<file path="src/rtl/uart_rx_baud_gen.sv">
// Receive-side UART timing generator: oversample ticks, mid-bit sample strobes with
// bit index, and start/stop validity pulses for a configurable frame format.
module uart_rx_baud_gen #(
    parameter int CLK_FREQUENCE = 50_000_000,
    parameter int BPS           = 9600,
    parameter int OVERSAMPLE    = 16,
    parameter int DATA_BITS     = 8,
    parameter int PARITY_EN     = 0,
    parameter int STOP_BITS     = 1
) (
    input  logic       clk,
    input  logic       rst_n,
    input  logic       rx_start,
    input  logic       rx_done,
    input  logic       rx_in,
    output logic       busy,
    output logic       os_tick,
    output logic       sample_clk,
    output logic [3:0] bit_idx,
    output logic       frame_end,
    output logic       start_err,
    output logic       frame_err
);

    localparam int DIV        = CLK_FREQUENCE / (BPS * OVERSAMPLE);
    localparam int FRAME_BITS = 1 + DATA_BITS + PARITY_EN + STOP_BITS;
    localparam int DIV_W      = (DIV > 1) ? $clog2(DIV) : 1;
    localparam int OS_W       = (OVERSAMPLE > 1) ? $clog2(OVERSAMPLE) : 1;

    localparam logic [DIV_W-1:0] DIV_LAST  = DIV_W'(DIV - 1);
    localparam logic [OS_W-1:0]  OS_LAST   = OS_W'(OVERSAMPLE - 1);
    localparam logic [OS_W-1:0]  OS_MID    = OS_W'(OVERSAMPLE / 2 - 1);
    localparam logic [3:0]       IDX_DATA  = 4'(DATA_BITS);
    localparam logic [3:0]       IDX_FINAL = 4'(FRAME_BITS - 1);

    if (DIV < 2) begin : g_div_chk
        $error("uart_rx_baud_gen: CLK_FREQUENCE/(BPS*OVERSAMPLE) must be at least 2");
    end
    if ((OVERSAMPLE < 4) || (OVERSAMPLE % 2 != 0)) begin : g_os_chk
        $error("uart_rx_baud_gen: OVERSAMPLE must be even and at least 4");
    end
    if ((DATA_BITS < 5) || (DATA_BITS > 8)) begin : g_data_chk
        $error("uart_rx_baud_gen: DATA_BITS must be 5..8");
    end
    if ((PARITY_EN < 0) || (PARITY_EN > 1)) begin : g_par_chk
        $error("uart_rx_baud_gen: PARITY_EN must be 0 or 1");
    end
    if ((STOP_BITS < 1) || (STOP_BITS > 2)) begin : g_stop_chk
        $error("uart_rx_baud_gen: STOP_BITS must be 1 or 2");
    end

    typedef enum logic [2:0] {
        S_IDLE,
        S_START,
        S_DATA,
        S_PAR,
        S_STOP
    } state_t;

    state_t           state_q, state_d;
    logic [DIV_W-1:0] div_cnt_q, div_cnt_d;
    logic [OS_W-1:0]  os_cnt_q, os_cnt_d;
    logic [3:0]       bit_cnt_q, bit_cnt_d;

    logic       busy_q, busy_d;
    logic       os_tick_q, os_tick_d;
    logic       sample_clk_q, sample_clk_d;
    logic [3:0] bit_idx_q, bit_idx_d;
    logic       frame_end_q, frame_end_d;
    logic       start_err_q, start_err_d;
    logic       frame_err_q, frame_err_d;

    logic div_wrap;
    logic os_wrap;
    logic strobe;
    logic start_ok;

    assign div_wrap = (div_cnt_q == DIV_LAST);
    assign os_wrap  = div_wrap && (os_cnt_q == OS_LAST);
    assign strobe   = div_wrap && (os_cnt_q == OS_MID);
    // busy_q lingers one cycle after a frame ends, so a start is only taken once it drops
    assign start_ok = (state_q == S_IDLE) && !busy_q && rx_start && !rx_done;

    always_comb begin
        state_d      = state_q;
        div_cnt_d    = div_cnt_q;
        os_cnt_d     = os_cnt_q;
        bit_cnt_d    = bit_cnt_q;
        busy_d       = 1'b0;
        os_tick_d    = 1'b0;
        sample_clk_d = 1'b0;
        bit_idx_d    = 4'd0;
        frame_end_d  = 1'b0;
        start_err_d  = 1'b0;
        frame_err_d  = 1'b0;

        if (state_q == S_IDLE) begin
            if (start_ok) begin
                state_d   = S_START;
                div_cnt_d = '0;
                os_cnt_d  = '0;
                bit_cnt_d = '0;
                busy_d    = 1'b1;
            end
        end else if (rx_done) begin
            state_d = S_IDLE;
        end else begin
            busy_d    = 1'b1;
            div_cnt_d = div_wrap ? '0 : div_cnt_q + 1'b1;
            if (div_wrap) begin
                os_tick_d = 1'b1;
                os_cnt_d  = os_wrap ? '0 : os_cnt_q + 1'b1;
            end
            if (os_wrap) begin
                bit_cnt_d = bit_cnt_q + 1'b1;
            end
            if (strobe) begin
                sample_clk_d = 1'b1;
                bit_idx_d    = bit_cnt_q;
                case (state_q)
                    S_START: begin
                        if (rx_in) begin
                            start_err_d = 1'b1;
                            state_d     = S_IDLE;
                        end else begin
                            state_d = S_DATA;
                        end
                    end
                    S_DATA: begin
                        if (bit_cnt_q == IDX_DATA) begin
                            state_d = (PARITY_EN != 0) ? S_PAR : S_STOP;
                        end
                    end
                    S_PAR: begin
                        state_d = S_STOP;
                    end
                    S_STOP: begin
                        frame_err_d = !rx_in;
                        if (bit_cnt_q == IDX_FINAL) begin
                            frame_end_d = 1'b1;
                            state_d     = S_IDLE;
                        end
                    end
                    default: begin
                        state_d = S_IDLE;
                    end
                endcase
            end
        end
    end

    always_ff @(posedge clk) begin
        if (!rst_n) begin
            state_q      <= S_IDLE;
            div_cnt_q    <= '0;
            os_cnt_q     <= '0;
            bit_cnt_q    <= '0;
            busy_q       <= 1'b0;
            os_tick_q    <= 1'b0;
            sample_clk_q <= 1'b0;
            bit_idx_q    <= 4'd0;
            frame_end_q  <= 1'b0;
            start_err_q  <= 1'b0;
            frame_err_q  <= 1'b0;
        end else begin
            state_q      <= state_d;
            div_cnt_q    <= div_cnt_d;
            os_cnt_q     <= os_cnt_d;
            bit_cnt_q    <= bit_cnt_d;
            busy_q       <= busy_d;
            os_tick_q    <= os_tick_d;
            sample_clk_q <= sample_clk_d;
            bit_idx_q    <= bit_idx_d;
            frame_end_q  <= frame_end_d;
            start_err_q  <= start_err_d;
            frame_err_q  <= frame_err_d;
        end
    end

    assign busy       = busy_q;
    assign os_tick    = os_tick_q;
    assign sample_clk = sample_clk_q;
    assign bit_idx    = bit_idx_q;
    assign frame_end  = frame_end_q;
    assign start_err  = start_err_q;
    assign frame_err  = frame_err_q;

endmodule

</file>
<file path="config.mk">
export PLATFORM = sky130hd
export DESIGN_NAME = uart_rx_baud_gen
export DESIGN_NICKNAME = d
export VERILOG_FILES = /design/src/rtl/uart_rx_baud_gen.sv
export SDC_FILE = /design/constraint.sdc
export NUM_CORES = 1
export LEC_CHECK = 0
export ABC_CLOCK_PERIOD_IN_PS = 4600
export CORE_MARGIN = 3
export CORE_UTILIZATION = 59
export CTS_CLUSTER_DIAMETER = 120
export CTS_CLUSTER_SIZE = 40
export DETAILED_ROUTE_END_ITERATION = 10
export PLACE_DENSITY = 0.92
export RECOVER_POWER = 100
export REMOVE_ABC_BUFFERS = 1
export SYNTH_ARGS = -nofsm -noshare
export SYNTH_HDL_FRONTEND = slang
export SYNTH_SLANG_ARGS = --single-unit
export TNS_END_PERCENT = 50
</file>
<file path="constraint.sdc">
create_clock -name clk -period 4.6 [get_ports clk]
set_clock_uncertainty 0.15 [all_clocks]
set_input_delay 0.69 -clock clk [delete_from_list [all_inputs] [get_ports clk]]
set_output_delay 0.69 -clock clk [all_outputs]
set_load 0.02 [all_outputs]
</file>
Word-level counts from Yosys, hierarchy flattened
Index checks and enable logic that the tools add are counted.
- input bits: 5
- bits in registers: 30
- logic and storage cells: 78
- output and inout bits: 10
- add/subtract/negate cells: 3
- reduce and logical (&&, ||, !) cells: 20
- equality and inequality tests: 13
- bitwise gates (word level): 4
- muxes and demuxes: 27
- operator list (operator ; number):
    9-bit 2-to-1 mux ; 4
    4-bit 2-to-1 mux ; 8
    3-bit 2-to-1 mux ; 6
    4-bit == test (second input constant) ; 3
    3-bit one-hot mux with 4 select lines ; 1
    5-bit OR reduction ; 2
    9-bit by 1-bit adder with 9-bit output (second input constant) ; 1
    9-bit == test (second input constant) ; 1
    4-bit by 1-bit adder with 4-bit output (second input constant) ; 2
    4-bit inequality test (second input constant) ; 2
    1-bit 2-to-1 mux ; 7
    3-bit by 2-bit == test with 1-bit output (second input constant) ; 2
    3-bit AND reduction ; 2
    1-bit logical AND ; 5
    4-bit by 3-bit == test with 1-bit output (second input constant) ; 1
    1-bit NOT ; 4
    4-bit AND reduction ; 1
    2-bit nonzero test ; 2
    4-bit OR reduction ; 1
    3-bit by 1-bit == test with 1-bit output (second input constant) ; 1
    3-bit == test (second input constant) ; 1
    1-bit zero test ; 3
    3-bit zero test ; 1
    3-bit nonzero test ; 1
    other kinds (5) ; 5

Logic depth before layout (Yosys ltp)
Gate-level depths: netlist of run 1.
- depth in word-level cells: 6
- gate-level depth with buffers: 6
- mapped depth without buffers: 6

Worst setup path after synthesis of run 1
No wires, ideal clock.
- path kind: input to register
- start point: in rx_start
- end point: reg div_cnt_q[0]
- path buffers: 1
- path slack: 2.645 ns
- library setup time: 0.135 ns
- data arrival time: 1.670 ns
- cell stages on the path: 5
- data required time: 4.315 ns
- cell sequence: nand2b_1 a21o_1 buf_2 o21ai_1 nor2_1
- cells in the longest elaborated chain, start to end: 4
- RTL lines (element ; line ; RTL):
    start: declaration ; 13 ; input logic rx_start,
    1-bit logical AND (2 in a row) ; 82 ; assign start_ok = (state_q == S_IDLE) && !busy_q && rx_start && !rx_done;
    2-bit inequality test (no line) ; - ;
    2-bit AND reduction (no line) ; - ;
    end signal: assignment ; 167 ; div_cnt_q <= div_cnt_d;
    end: declaration ; 61 ; logic [DIV_W-1:0] div_cnt_q, div_cnt_d;
Every way passes these cells.
A chain may end at the register's enable or synchronous reset.

Final worst setup path of run 1
- start point: in rx_done
- end point: reg div_cnt_q[5]
- cells in the longest elaborated chain, start to end: 4
- elaborated cells on any way between the ends: 5
- those cells by class: eq/ne: 2; reduce/logical: 3
- RTL lines (element ; line ; RTL):
    start: declaration ; 14 ; input logic rx_done,
    1-bit zero test ; 82 ;
    1-bit logical AND ; 82 ;
    2-bit inequality test (no line) ; - ;
    2-bit AND reduction (no line) (*) ; - ;
Mark *: on every way between the ends. The rest lies on a longest branch, timed or not.

==> results.py, run 1 <==
metrics = {
    "cts": {
        "htree_levels": 2,
        "cts_buffers": 5,
        "clock_sinks": 30,
        "cts_buffer_depth": 2,
        "cts_resized": 0,
        "clk_pin_slew_ns": 0.09,
        "cts-root-buf": "clkbuf_4",
        "cts_tree": "built",
        "post-cts-setup-buffers": 0,
        "clock_latency_ns": 0.33,
        "cts-hold-fix-buffers": 0,
    },
    "worst_setup_path": {
        "crit_chain": "dlygate4sd3_1, a21o_1, o21ai_0, a21oi_1",
        "worst_path_largest_cell_delay_ns": 0.85,
        "worstPathArrival_ns": 2.74,
        "worst_path_dominant_cell_family": "compound AO/OA/AOI/OAI gates",
        "reg2reg_depth": 4,
        "cp.required_ns": 4.62,
        "cp_max_fo": 17,
        "cp-start-kind": "input port",
        "endpoint_kind": "flip-flop",
        "crit_cells": 4,
        "timing.critical_path.buf_inv": 1,
        "slowest_stage": "o21ai_0",
        "path_class": "input port to flip-flop",
    },
    "logic_synthesis": {
        "synth_flop_cell": "dfxtp_1",
        "synthXorXnorAreaFrac_pct": 2.43,
        "synth_most_common_cell": "dfxtp_1",
        "synthTopCellsByCount": "30 x dfxtp_1, 14 x nor2_1, 13 x nand3_1",
        "synthSimpleGateAreaFrac_pct": 32.0,
        "yosys.area.top_type": "dfxtp_1",
        "synth_fa_ha_area_share_pct": 5.20,
        "yosysSeqAreaShare_pct": 41.6,
        "synth_area_leaders": "dfxtp_1 42%, ha_1 5.2%, nand3_1 4.5%",
        "synth_edf_count": 0,
        "avgSynthCellArea_sq_um": 9.02,
        "synthArstFlopShare_pct": 0,
        "synthMuxAreaShare_pct": 1.39,
        "yosys_warnings": 0,
        "synth_top_area_share_pct": 41.6,
        "synth_cell_types": 37,
        "synth_area_sq_um": 1440,
        "syn_inst": 160,
        "synth_compound_area_share_pct": 14.4,
        "synth_top_family_by_area": "simple AND/OR/NAND/NOR gates",
        "ys_ff_latch": 30,
    },
    "floorplanning": {
        "die_area_sq_um": 3070,
        "start_util_pct": 63.4,
        "pin_count": 15,
        "die_w_um": 55.5,
        "core_sq_um": 2280,
        "rows": 17,
        "die_h_um": 55.5,
    },
    "outcome": {
        "status": "completed",
    },
    "power": {
        "ir_worst_vdd_mv": 0.241,
        "power.leakage_uw": 0.000606,
        "power_density_nw_per_um2": 298,
    },
    "detailed_routing": {
        "drt_iter0_drc": 44,
        "routed_via_density": 6.18,
        "totalWireLength_mm": 3.11,
        "dr_total_vias": 1274,
        "drc": 0,
        "wl_per_cell_um": 15.1,
        "antenna_left": 0,
        "dr.pass1.iters": 4,
    },
    "timing": {
        "tightest_slew_ns": 1.03,
        "fmax_mhz": 368,
        "min_period_over_period_pct": 59.1,
        "rsz0062_at_grt": "no",
        "setup_violations": 0,
        "final_hold_viol_count": 0,
        "worst_slack_ns": 1.88,
        "final.setup.tns_ns": 0,
        "period_minus_slack_ns": 2.72,
        "maxSlewViolCount": 0,
        "relSlewSlack_pct": 30.4,
    },
    "final_layout": {
        "final_cells": 206,
        "fin_area_sq_um": 1670,
        "n_fill_cell": 156,
        "drive_gt1_share_pct": 6.74,
        "final_nets": 188,
        "antennaDiodeCount": 0,
        "syn_to_final_growth_pct": 15.4,
    },
    "placement": {
        "port_buffers": 14,
        "dp.cells": 198,
        "place_ws_ns": 1.94,
        "post_dp_cell_area_sq_um": 1610,
        "hpwl_mm": 2.26,
        "gp_congestion": 0.830,
    },
    "grt": {
        "grt_pass1_vias": 1221,
        "grt_start_max_net_pins": 18,
        "antenna_found_initial": 0,
        "grt_overflow": 0,
        "grt_pass1_wl_mm": 5.47,
        "grt_use_total_pct": 22.7,
    },
    "hold_path": {
        "min_path_cells": 2,
        "hold_class": "flip-flop to flip-flop",
    },
    "flow_run": {
        "drv_cap": 0,
    },
}
==> where the power goes <==
group | switching (uW) | internal (uW)
Sequential | 3.40 | 262
Clock | 89.9 | 104
Combinational | 22.4 | 13.3
Total | 116 | 380
==> cell families (layout without fill, tap and decap cells) <==
group,count (synthesis),after routing
AO/OA/AOI/OAI,33,33
AND/OR/NAND/NOR,74,74
buffers and inverters,11,29
adder cells (fa/ha/maj),6,6
flip-flops,30,30
XOR/XNOR,4,4
multiplexers,2,2
==> through the flow <==
step                      utilization [%]  hold WS [ns]  total power, uW
after floorplan                         -         0.306              293
after global placement               70.5         0.332              305
after detailed placement             70.5         0.352              307
after CTS                            74.0         0.368              501
after global routing                 73.2         0.409              522
final                                73.2         0.368              496
==> per-layer routing <==
metal / up-vias / GRT usage, % / part of all wire [%]
li1: 630 / - / -
met5: - / 0 / 0
met3: 5 / 8.41 / 6.0
met2: 37 / 36.7 / 47
met4: 0 / 7.64 / 1.4
met1: 602 / 27.6 / 46
==> worst register-to-register path, stage by stage, from the launching register on <==
cell,delay (ns)
dfxtp_1,0.39
or4b_1,0.66
nor4_1,0.88
a221o_2,0.35
mux2i_1,0.19
==> path summary, 6_finish.rpt <==
kind / from / endpoint / slack [ns]
min: os_cnt_q[0] / os_cnt_q[0] / 0.37
max: rx_done / div_cnt_q[5] / 1.88
max reg2reg: div_cnt_q[3] / state_q[1] / 1.91
min reg2reg: os_cnt_q[0] / os_cnt_q[0] / 0.37
==> sequential cells by signal, summed over array words and instances (netlist names) <==
name,cells
div_cnt_q,9
bit_cnt_q,4
bit_idx,4
os_cnt_q,4
state_q,3
busy,1
frame_end,1
frame_err,1
os_tick,1
sample_clk,1
start_err,1
==> cell usage in the layout (no fill, tap or decap), types with 2 or more instances in the layout <==
cell type        synthesis  layout
a211oi_1                 3       3
a21boi_0                 1       2
a21oi_1                 12      12
and2_0                   0       2
and3_1                   5       5
and4b_1                  2       2
clkbuf_4                 0       5
clkbuf_8                 0       3
clkdlybuf4s50_1          0       3
dfxtp_1                 30      30
dlygate4sd3_1            0      11
ha_1                     6       6
inv_1                    6       6
mux2i_1                  2       2
nand2_1                  8       8
nand2b_1                 2       2
nand3_1                 13      13
nand4_1                  3       3
nand4b_1                 6       6
nor2_1                  14      14
nor3_1                   2       2
nor4_1                   1       2
o21ai_0                  3       6
o31ai_1                  6       6
or3_1                    4       4
or4_1                    5       5
xnor2_1                  4       4
==> final cells by class <==
class                      instances  area [sq um]  share of cell area, %
clock buffer                       8          78.8                   4.73
inverter                           6          22.5                   1.35
multi-input combinational        119           781                   46.9
sequential                        30           601                   36.1
tap                               28          35.0                   2.10
timing repair buffer              15           148                   8.87
(Power assumes the default switching activity.)
==> run 2: changes to the inputs <==
--- a/config.mk
+++ b/config.mk
@@ -5,13 +5,13 @@
 export SDC_FILE = /design/constraint.sdc
 export NUM_CORES = 1
 export LEC_CHECK = 0
-export ABC_CLOCK_PERIOD_IN_PS = 4600
+export ABC_CLOCK_PERIOD_IN_PS = 2580
 export CORE_MARGIN = 3
-export CORE_UTILIZATION = 59
+export CORE_UTILIZATION = 55
 export CTS_CLUSTER_DIAMETER = 120
 export CTS_CLUSTER_SIZE = 40
 export DETAILED_ROUTE_END_ITERATION = 10
-export PLACE_DENSITY = 0.92
+export PLACE_DENSITY = 0.87
 export RECOVER_POWER = 100
 export REMOVE_ABC_BUFFERS = 1
 export SYNTH_ARGS = -nofsm -noshare
==> constraint.sdc (replaced) <==
create_clock -name clk -period 2.58 [get_ports clk]
set_clock_uncertainty 0.15 [all_clocks]
set_input_delay 0.387 -clock clk [delete_from_list [all_inputs] [get_ports clk]]
set_output_delay 0.387 -clock clk [all_outputs]
set_load 0.02 [all_outputs]
==> results.py, run 2 (synthesis gave the netlist of run 1 again) <==
metrics = {
    "detailed_routing": {
        "totalWireLength_mm": 3.22,
        "drt_iter0_drc": 48,
        "highest_layer": "met4",
        "wl_met3_um": 138,
        "wl_met2_mm": 1.64,
        "dr.pass1.iters": 4,
        "antenna_left": 0,
        "drt-met1-wl_mm": 1.36,
        "drc": 0,
        "dr_total_vias": 1327,
        "routed_via_density": 6.29,
        "wl_per_cell_um": 15.3,
    },
    "final_layout": {
        "largest_reg_flops": 9,
        "final_nets": 193,
        "drive_gt1_share_pct": 7.10,
        "final_common_cell": "dfxtp_1",
        "mostFrequentLayoutCells": "30 x dfxtp_1, 14 x nor2_1, 13 x nand3_1",
        "antennaDiodeCount": 0,
        "syn_to_final_growth_pct": 16.6,
        "largest_register": "div_cnt_q",
    },
    "power": {
        "total_power_uw": 838,
        "power.leakage_uw": 0.000611,
        "power_density_nw_per_um2": 498,
        "ir_worst_vdd_mv": 0.413,
    },
    "timing": {
        "tightest_slew_ns": 0.663,
        "rsz0062_at_grt": "no",
        "relSlewSlack_pct": 55.4,
        "min_period_over_period_pct": 86.2,
        "maxSlewViolCount": 0,
        "setup_violations": 0,
        "final_hold_viol_count": 0,
        "fmax_mhz": 450,
        "period_minus_slack_ns": 2.22,
        "final.setup.tns_ns": 0,
    },
    "cts": {
        "post-cts-setup-buffers": 0,
        "cts_buffer_depth": 2,
        "cts-hold-fix-buffers": 0,
        "cts_resized": 0,
        "cts-root-buf": "clkbuf_4",
        "clock_latency_ns": 0.33,
        "htree_levels": 2,
        "cts_buffers": 5,
        "clk_pin_slew_ns": 0.09,
        "cts_tree": "built",
        "clock_sinks": 30,
    },
    "hold_path": {
        "min-delay-start": "div_cnt_q[8]",
        "hold_path_end": "div_cnt_q[8]",
        "hold_class": "flip-flop to flip-flop",
        "min_path_cells": 2,
    },
    "outcome": {
        "status": "completed",
    },
    "floorplanning": {
        "die_w_um": 57.2,
        "die_area_sq_um": 3270,
        "pin_count": 15,
        "core_sq_um": 2340,
        "start_util_pct": 61.7,
        "die_h_um": 57.2,
        "rows": 17,
    },
    "worst_setup_path": {
        "cp-start-kind": "flip-flop",
        "worstPathArrival_ns": 2.33,
        "reg2reg_depth": 4,
        "path_class": "flip-flop to flip-flop",
        "reg2reg_from": "div_cnt_q[2]",
        "worst-r2r-setup-slack_ns": 0.36,
        "cp.required_ns": 2.69,
        "regToRegEndpoint": "bit_cnt_q[1]",
        "cp_max_fo": 7,
        "endpoint_kind": "flip-flop",
    },
    "grt": {
        "grt_start_max_net_pins": 18,
        "grt_overflow": 0,
        "antenna_found_initial": 0,
        "grt_use_total_pct": 21.7,
        "grt_pass1_vias": 1245,
        "grt_pass1_wl_mm": 5.50,
    },
    "flow_run": {
        "drv_cap": 0,
    },
    "placement": {
        "port_buffers": 14,
        "hpwl_mm": 2.31,
        "gp_congestion": 0.833,
    },
}
run 2: cell types whose count changed in the layout (fill, tap and decap cells not counted), moves of 2 or more:
cell,previous run,this run
clkbuf_1,0,4
buf_4,1,3
o21ai_0,6,4
o21ai_1,0,2
clkbuf_8,3,1
run 2: metal layers:
metal / up-vias / global-route usage [%]
met1: 639 / 23.3
met5: - / 0
met2: 36 / 38.7
met4: 0 / 9.93
li1: 642 / -
met3: 10 / 6.56
run 2: worst max-delay path: stages (launching register included):
cell,delay [ns]
dfxtp_1,0.47
or4b_1,0.59
nor4_1,0.61
nand3_1,0.13
a21boi_0,0.20
run 2: worst max path at each step:
stage	startpoint	to	slack, ns
final	div_cnt_q[2]	bit_cnt_q[1]	0.36
after global routing	state_q[1]	div_cnt_q[4]	0.19
after CTS	div_cnt_q[2]	state_q[2]	0.53
after detailed placement	rx_start	div_cnt_q[7]	0.28
after global placement	rx_start	os_cnt_q[3]	0.37
after floorplan	state_q[1]	os_cnt_q[3]	0.45
run 2: metrics by stage:
stage	hold slack (ns)	instances	setup WS (ns)	cell area, sq um	utilization [%]
after floorplan	0.306	155	0.449	1420	-
after global placement	0.326	203	0.366	1640	70.2
after detailed placement	0.338	203	0.281	1640	70.2
after CTS	0.350	211	0.531	1700	72.8
after global routing	0.385	211	0.192	1680	71.9
final	0.357	211	0.356	1680	71.9
run 2: layout make-up:
class / instances / area (sq um)
Fill cell: 177 / 658
Clock buffer: 7 / 55.1
Timing Repair Buffer: 20 / 174
Tap cell: 28 / 35.0
Clock inverter: 1 / 5.00
Multi-Input combinational cell: 119 / 790
Sequential cell: 30 / 601
Inverter: 6 / 22.5
run 2: report_power, final:
part	leakage (uW)	internal (uW)	switching (uW)
logic	0.000333	26.2	41.4
registers	0.000242	468	6.22
clock network	0.0000353	132	165
total	0.000611	626	212
==> run 3: changes to the inputs <==
--- a/config.mk
+++ b/config.mk
@@ -6,6 +6,7 @@
 export NUM_CORES = 1
 export LEC_CHECK = 0
 export ABC_CLOCK_PERIOD_IN_PS = 2580
+export CAP_MARGIN = 10
 export CORE_MARGIN = 3
 export CORE_UTILIZATION = 55
 export CTS_CLUSTER_DIAMETER = 120
==> results of run 3 <==
Same layout as run 2: the final DEF is identical, and so are final timing and power.
